## src/rtl/ps2_pkg.sv

```systemverilog
// PS/2 set-2 scancode constants and sequence-state type
// shared by the key tracker and its code-match table.
package ps2_pkg;

  localparam logic [7:0] PS2_EXT   = 8'hE0;
  localparam logic [7:0] PS2_BRK   = 8'hF0;
  localparam logic [7:0] PS2_PAUSE = 8'hE1;

  localparam logic [7:0] PS2_SPACE = 8'h29;
  localparam logic [7:0] PS2_RIGHT = 8'h23;
  localparam logic [7:0] PS2_LEFT  = 8'h1C;

  localparam logic [2:0] PAUSE_SKIP = 3'd7;

  typedef enum logic [2:0] {
    ST_IDLE,
    ST_EXT,
    ST_BRK,
    ST_EXT_BRK,
    ST_PAUSE
  } ps2_seq_state_t;

  function automatic logic is_prefix(logic [7:0] b);
    return (b == PS2_EXT) || (b == PS2_BRK) ||
           (b == PS2_PAUSE);
  endfunction

endpackage

```

## src/rtl/ps2_code_match.sv

```systemverilog
// Combinational key table lookup: byte+ext -> hit vector.
// Ports: i_byte, i_ext in; o_hit[NUM_KEYS] out.
module ps2_code_match #(
  parameter int                    NUM_KEYS = 3,
  parameter logic [NUM_KEYS*8-1:0] KEYCODES = 24'h1C2329,
  parameter logic [NUM_KEYS-1:0]   KEY_EXT  = '0
) (
  input  logic [7:0]          i_byte,
  input  logic                i_ext,
  output logic [NUM_KEYS-1:0] o_hit
);

  always_comb begin
    o_hit = '0;
    for (int i = 0; i < NUM_KEYS; i++) begin
      o_hit[i] = (i_byte == KEYCODES[i*8 +: 8]) &&
                 (i_ext == KEY_EXT[i]);
    end
  end

endmodule

```

## src/rtl/ps2_key_tracker.sv

```systemverilog
// PS/2 set-2 decoder tracking held state of NUM_KEYS keys.
// Ports: clk, rst_n, rx_byte/rx_valid, clear in;
// key_held, key_press, key_release, seq_err out.
module ps2_key_tracker
  import ps2_pkg::*;
#(
  parameter int                    NUM_KEYS    = 3,
  parameter logic [NUM_KEYS*8-1:0] KEYCODES    =
    {PS2_LEFT, PS2_RIGHT, PS2_SPACE},
  parameter logic [NUM_KEYS-1:0]   KEY_EXT     = '0,
  parameter int                    TIMEOUT_CYC = 65000
) (
  input  logic                clk,
  input  logic                rst_n,
  input  logic [7:0]          rx_byte,
  input  logic                rx_valid,
  input  logic                clear,
  output logic [NUM_KEYS-1:0] key_held,
  output logic [NUM_KEYS-1:0] key_press,
  output logic [NUM_KEYS-1:0] key_release,
  output logic                seq_err
);

  localparam int CW = $clog2(TIMEOUT_CYC + 1);
  localparam logic [CW-1:0] TLAST = CW'(TIMEOUT_CYC - 1);

  ps2_seq_state_t r_state, w_state_nxt;
  logic [CW-1:0] r_tcnt, w_tcnt_nxt;
  logic [2:0] r_pcnt, w_pcnt_nxt;
  logic [NUM_KEYS-1:0] r_held, w_held_nxt;
  logic [NUM_KEYS-1:0] r_press, w_press_nxt;
  logic [NUM_KEYS-1:0] r_rel, w_rel_nxt;
  logic [NUM_KEYS-1:0] w_hit;
  logic r_err, w_err_nxt;
  logic w_ext, w_pfx, w_make, w_brk;

  // Extended flag applies to the byte after E0 / E0 F0.
  assign w_ext = (r_state == ST_EXT) ||
                 (r_state == ST_EXT_BRK);
  assign w_pfx = is_prefix(rx_byte);

  ps2_code_match #(
    .NUM_KEYS (NUM_KEYS),
    .KEYCODES (KEYCODES),
    .KEY_EXT  (KEY_EXT)
  ) u_match (
    .i_byte (rx_byte),
    .i_ext  (w_ext),
    .o_hit  (w_hit)
  );

  always_ff @(posedge clk or negedge rst_n) begin
    if (!rst_n) begin
      r_state <= ST_IDLE;
      r_tcnt  <= '0;
      r_pcnt  <= '0;
      r_held  <= '0;
      r_press <= '0;
      r_rel   <= '0;
      r_err   <= 1'b0;
    end else begin
      r_state <= w_state_nxt;
      r_tcnt  <= w_tcnt_nxt;
      r_pcnt  <= w_pcnt_nxt;
      r_held  <= w_held_nxt;
      r_press <= w_press_nxt;
      r_rel   <= w_rel_nxt;
      r_err   <= w_err_nxt;
    end
  end

  always_comb begin
    w_state_nxt = r_state;
    w_tcnt_nxt  = r_tcnt;
    w_pcnt_nxt  = r_pcnt;
    w_make      = 1'b0;
    w_brk       = 1'b0;
    w_err_nxt   = 1'b0;
    if (clear) begin
      w_state_nxt = ST_IDLE;
      w_tcnt_nxt  = '0;
      w_pcnt_nxt  = '0;
    end else if (rx_valid) begin
      w_tcnt_nxt = '0;
      unique case (r_state)
        ST_IDLE: begin
          unique case (1'b1)
            (rx_byte == PS2_EXT): w_state_nxt = ST_EXT;
            (rx_byte == PS2_BRK): w_state_nxt = ST_BRK;
            (rx_byte == PS2_PAUSE): begin
              w_state_nxt = ST_PAUSE;
              w_pcnt_nxt  = PAUSE_SKIP;
            end
            default: w_make = 1'b1;
          endcase
        end
        ST_EXT: begin
          if (rx_byte == PS2_BRK) begin
            w_state_nxt = ST_EXT_BRK;
          end else begin
            w_state_nxt = ST_IDLE;
            w_err_nxt   = w_pfx;
            w_make      = !w_pfx;
          end
        end
        ST_BRK, ST_EXT_BRK: begin
          w_state_nxt = ST_IDLE;
          w_err_nxt   = w_pfx;
          w_brk       = !w_pfx;
        end
        ST_PAUSE: begin
          w_pcnt_nxt = r_pcnt - 3'd1;
          if (r_pcnt == 3'd1) begin
            w_state_nxt = ST_IDLE;
          end
        end
        default: w_state_nxt = ST_IDLE;
      endcase
    end else if (r_state != ST_IDLE) begin
      // Idle gap inside a multi-byte sequence.
      if (r_tcnt == TLAST) begin
        w_state_nxt = ST_IDLE;
        w_tcnt_nxt  = '0;
        w_pcnt_nxt  = '0;
        w_err_nxt   = 1'b1;
      end else begin
        w_tcnt_nxt = r_tcnt + CW'(1);
      end
    end
  end

  always_comb begin
    w_held_nxt  = r_held;
    w_press_nxt = '0;
    w_rel_nxt   = '0;
    if (clear) begin
      w_held_nxt = '0;
    end else if (w_make) begin
      w_press_nxt = w_hit & ~r_held;
      w_held_nxt  = r_held | w_hit;
    end else if (w_brk) begin
      w_rel_nxt  = w_hit & r_held;
      w_held_nxt = r_held & ~w_hit;
    end
  end

  assign key_held    = r_held;
  assign key_press   = r_press;
  assign key_release = r_rel;
  assign seq_err     = r_err;

endmodule

```

## config.mk

```make
export PLATFORM = sky130hd
export DESIGN_NAME = ps2_key_tracker
export DESIGN_NICKNAME = d
export VERILOG_FILES = /design/src/rtl/ps2_pkg.sv /design/src/rtl/ps2_code_match.sv /design/src/rtl/ps2_key_tracker.sv
export SDC_FILE = /design/constraint.sdc
export NUM_CORES = 1
export LEC_CHECK = 0
export ABC_CLOCK_PERIOD_IN_PS = 4800
export CAP_MARGIN = 20
export CORE_UTILIZATION = 40
export CTS_BUF_LIST = sky130_fd_sc_hd__clkbuf_16
export DETAILED_ROUTE_END_ITERATION = 16
export GPL_ROUTABILITY_DRIVEN = 0
export PLACE_DENSITY_LB_ADDON = 0.12
export SYNTH_ARGS = -nofsm -noshare
export SYNTH_HDL_FRONTEND = slang
export SYNTH_SLANG_ARGS = --single-unit
export TNS_END_PERCENT = 20
```

## constraint.sdc

```tcl
create_clock -name clk -period 4.8 [get_ports clk]
set_clock_uncertainty 0.1 [all_clocks]
set_input_delay 0.72 -clock clk [delete_from_list [all_inputs] [get_ports clk]]
set_output_delay 0.72 -clock clk [all_outputs]
set_load 0.02 [all_outputs]
```

==> summary.md <==
| Metric | Value |
|---|---|
| Outcome | `complete, no violations` |
| Fraction of layout instances using a drive strength above 1 | `6.977%` |
| Number of DRC violations after detailed routing | `0` |
| Switching part of the total power | `22.29%` |
| Final hold vios | `0` |
| Setup bufs post-CTS | `0` |
| Synthesized area per cell | `9.337 µm²` |
| 1st-pass router iterations | `4` |
| WL per Instance | `14.40 µm` |
| Insertion delay to the later sink of the worst-skew pair | `0.27 ns` |
| Synthesized Nets | `203` |
| Yosys warning total | `0` |
| Worst-case clock buffer depth | `2` |
| Setup repair after global routing missed its margin | `no` |
| Combinational share of power | `8.2%` |
| Number of enable flip-flop cells after synthesis | `0` |
| Hold crit path type | `flip-flop to flip-flop` |
| Post-detailed-placement half-perimeter wirelength | `2.795 mm` |
| Deepest level of the CTS H-tree | `2` |
| Port bufs | `21` |
| Number of rows created at floorplan | `23` |
| Period minus WS final | `2.392 ns` |
| PwrDens | `285.6 nW/µm²` |
| Initial antenna violation count | `0` |
| Max rail drop VDD | `0.1260 mV` |
| Most common cell after layout, fill and taps aside | `dfrtp_1` |
| Die Outline Area | `4657 µm²` |
| Number of vias after detailed routing | `1,455` |
| # clock sinks | `32` |
| Total of flip-flops plus latches after synthesis | `32` |
| Average via count per standard cell | `5.491` |
| Number of global-route vias before repair | `1,406` |
| Worst Hold Path EP | `key_press[1]` |
| Fin crit share | `49.84%` |
| Total routing resource utilization after global routing | `19.57%` |
| Highest-count cells in the layout ignoring fill and taps | `dfrtp_1 (32), nor2_1 (24), clkdlybuf4s50_1 (21)` |
| I/O pin count | `22` |
| Clock-pin slew of the registers on the worst-case setup and hold paths | `0.05 ns` |
| Combined area of all synthesized cells | `1755 µm²` |
| Synthesis-to-finish area growth | `23.09%` |
| Worst-path maximum fanout | `5` |
| Number of antenna-violating nets in the routed design | `0` |
| Synthesized instance count | `188` |
| Leakage power total | `0.9069 nW` |
| Initial DRC count | `78` |
| Length in cells of the worst reg-to-reg path | `5` |
| Power Total | `0.6172 mW` |
| Ranking of synthesized cells by area | `dfrtp_1 (46%), nor2_1 (5.1%), nand2_1 (3.8%), xnor2_1 (3.5%), nand2b_1 (3.2%)` |
| Fin. max-slew vios | `0` |
| Slew of the pin with the lowest slew margin | `0.6212 ns` |
| Reg2Reg Capture Point | `r_state[2]` |
| Cell taking the most area after synthesis | `dfrtp_1` |
| Yosys top cell area share | `45.62%` |
| Count of endpoints failing setup in the final report | `0` |
| Clock share of power | `47.1%` |
| Critical Path Sink Type | `flip-flop` |
| Root cell of the clock tree | `clkbuf_16` |
| Max-capacitance violation count | `0` |
| Number of hold buffers added after cts | `0` |
| Cell count of the worst hold path | `1` |
| Number of nets in the layout | `230` |
| Worst Path Required | `4.85 ns` |
| Final-layout setup total negative slack | `0 ns` |
| R2r setup slk | `2.62 ns` |
| Origin of the worst setup path | `rx_byte[4]` |
| Worst hold path startpoint | `key_held[1]` |
| Pin count of the biggest net entering global routing | `33` |
| Total core area | `4115 µm²` |
| Number of instances resized during post-cts repair | `0` |
| Vert. Die Dim | `68.25 µm` |
| Maximum clock frequency | `418.0 MHz` |
| Number of buffers inserted during clock tree synthesis | `5` |
| Total overflow reported by the global router | `0` |
| Internal Dissipation | `0.4796 mW` |
| Initial core utilization | `42.66%` |
| Synth Flop Type | `dfrtp_1` |
| Synth async-reset ratio | `100.0%` |
| Count of distinct cell types in the synthesized netlist | `43` |
| Sequential fraction of design power | `44.7%` |
| Wire length reported by the detailed router | `3.817 mm` |
| Post-synthesis sequential area ratio | `45.62%` |
| Clock tree from TritonCTS | `done` |
| Launch instance of the worst register-to-register path | `r_tcnt[9]` |
| Switch Pwr | `0.1375 mW` |
| Die width | `68.25 µm` |
| Worst EP arrival | `2.44 ns` |
| CP startpoint kind | `primary input` |
| Kind of critical path | `primary input to flip-flop` |
| Max-Slew Margin vs Limit | `58.34%` |
| First-pass GRT wire length | `6.575 mm` |
| Antenna fix cells | `0` |
cell usage after synthesis (2+ instances only):
| cell | n |
|---|---|
| dfrtp_1 | 32 |
| nor2_1 | 24 |
| nand2_1 | 18 |
| o21ai_0 | 10 |
| nand2b_1 | 9 |
| nand3_1 | 9 |
| nand4_1 | 8 |
| nor3_1 | 8 |
| inv_1 | 7 |
| xnor2_1 | 7 |
| nor4_1 | 5 |
| xor2_1 | 5 |
| and3_1 | 4 |
| mux2i_1 | 4 |
| nor3b_1 | 4 |
| ha_1 | 3 |
| a21oi_1 | 2 |
| clkbuf_1 | 2 |
| nor2b_1 | 2 |
| or2_2 | 2 |
critical path, stage by stage:
cell and delay (ns):
clkdlybuf4s50_1 0.52, or3b_2 0.48, nor4_1 0.39, nand2_1 0.12, mux2i_1 0.17, nor2_1 0.05
logic make-up after synthesis:
logic type,Yosys count,share of synthesized area [%]
simple gates,103,32.22
flops,32,45.62
compound gates,24,9.553
xor+xnor,12,5.987
buf+inv,10,2.210
mux,4,2.281
fa+ha+maj,3,2.139
cell type report:
| type | instances | area [µm²] |
|---|---|---|
| clock buffers | 5 | 125.1 |
| inverters | 7 | 26.28 |
| well taps | 50 | 62.56 |
| multi-input cells | 146 | 915.9 |
| clock inverters | 2 | 7.507 |
| fillers | 375 | 1954 |
| repair buffers | 23 | 222.7 |
| flip-flops and latches | 32 | 800.8 |
per-layer routing:
layer  part of all wire, %  track usage, %
met5                     0               0
met4                   1.0           9.375
met3                   3.5           5.000
met2                    48           32.35
met1                    47           23.48
power groups by stage:
stage | clock network, mW | registers [mW] | logic [mW]
final | 0.290 | 0.276 | 0.0506
after global routing | 0.309 | 0.276 | 0.0576
after CTS | 0.298 | 0.276 | 0.0508
after detailed placement | 0 | 0.281 | 0.0506
after global placement | 0 | 0.280 | 0.0492
after floorplan | 0 | 0.280 | 0.0265
per-stage QoR:
stage / utilization (%) / worst slack (ns) / cells / hold WS, ns / instance area, µm²
floorplan: - / 2.856 / 188 / 0.3244 / 1755
global placement: 49.16 / 2.059 / 257 / 0.3754 / 2023
CTS: 52.39 / 2.257 / 264 / 0.3837 / 2156
finish: 52.51 / 2.408 / 265 / 0.3825 / 2161
detailed placement: 49.16 / 1.965 / 257 / 0.3772 / 2023
global route: 52.51 / 2.235 / 265 / 0.4132 / 2161
worst max-delay path by stage:
stage / endpoint / slack (ns) / depth (start not counted)
after floorplan: key_held[2] / 2.86 / 5
after global placement: r_tcnt[10] / 2.06 / 5
after detailed placement: r_tcnt[10] / 1.96 / 5
after CTS: r_tcnt[10] / 2.26 / 5
after global routing: r_tcnt[15] / 2.23 / 6
final: key_held[2] / 2.41 / 6
flip-flops by register name, indices dropped and copies added (netlist names):
| name | cells |
|---|---|
| r_state | 3 |
| key_release | 3 |
| key_press | 3 |
| seq_err | 1 |
| key_held | 3 |
| r_pcnt | 3 |
| r_tcnt | 16 |
No activity file was read; power rests on OpenSTA's default activity.
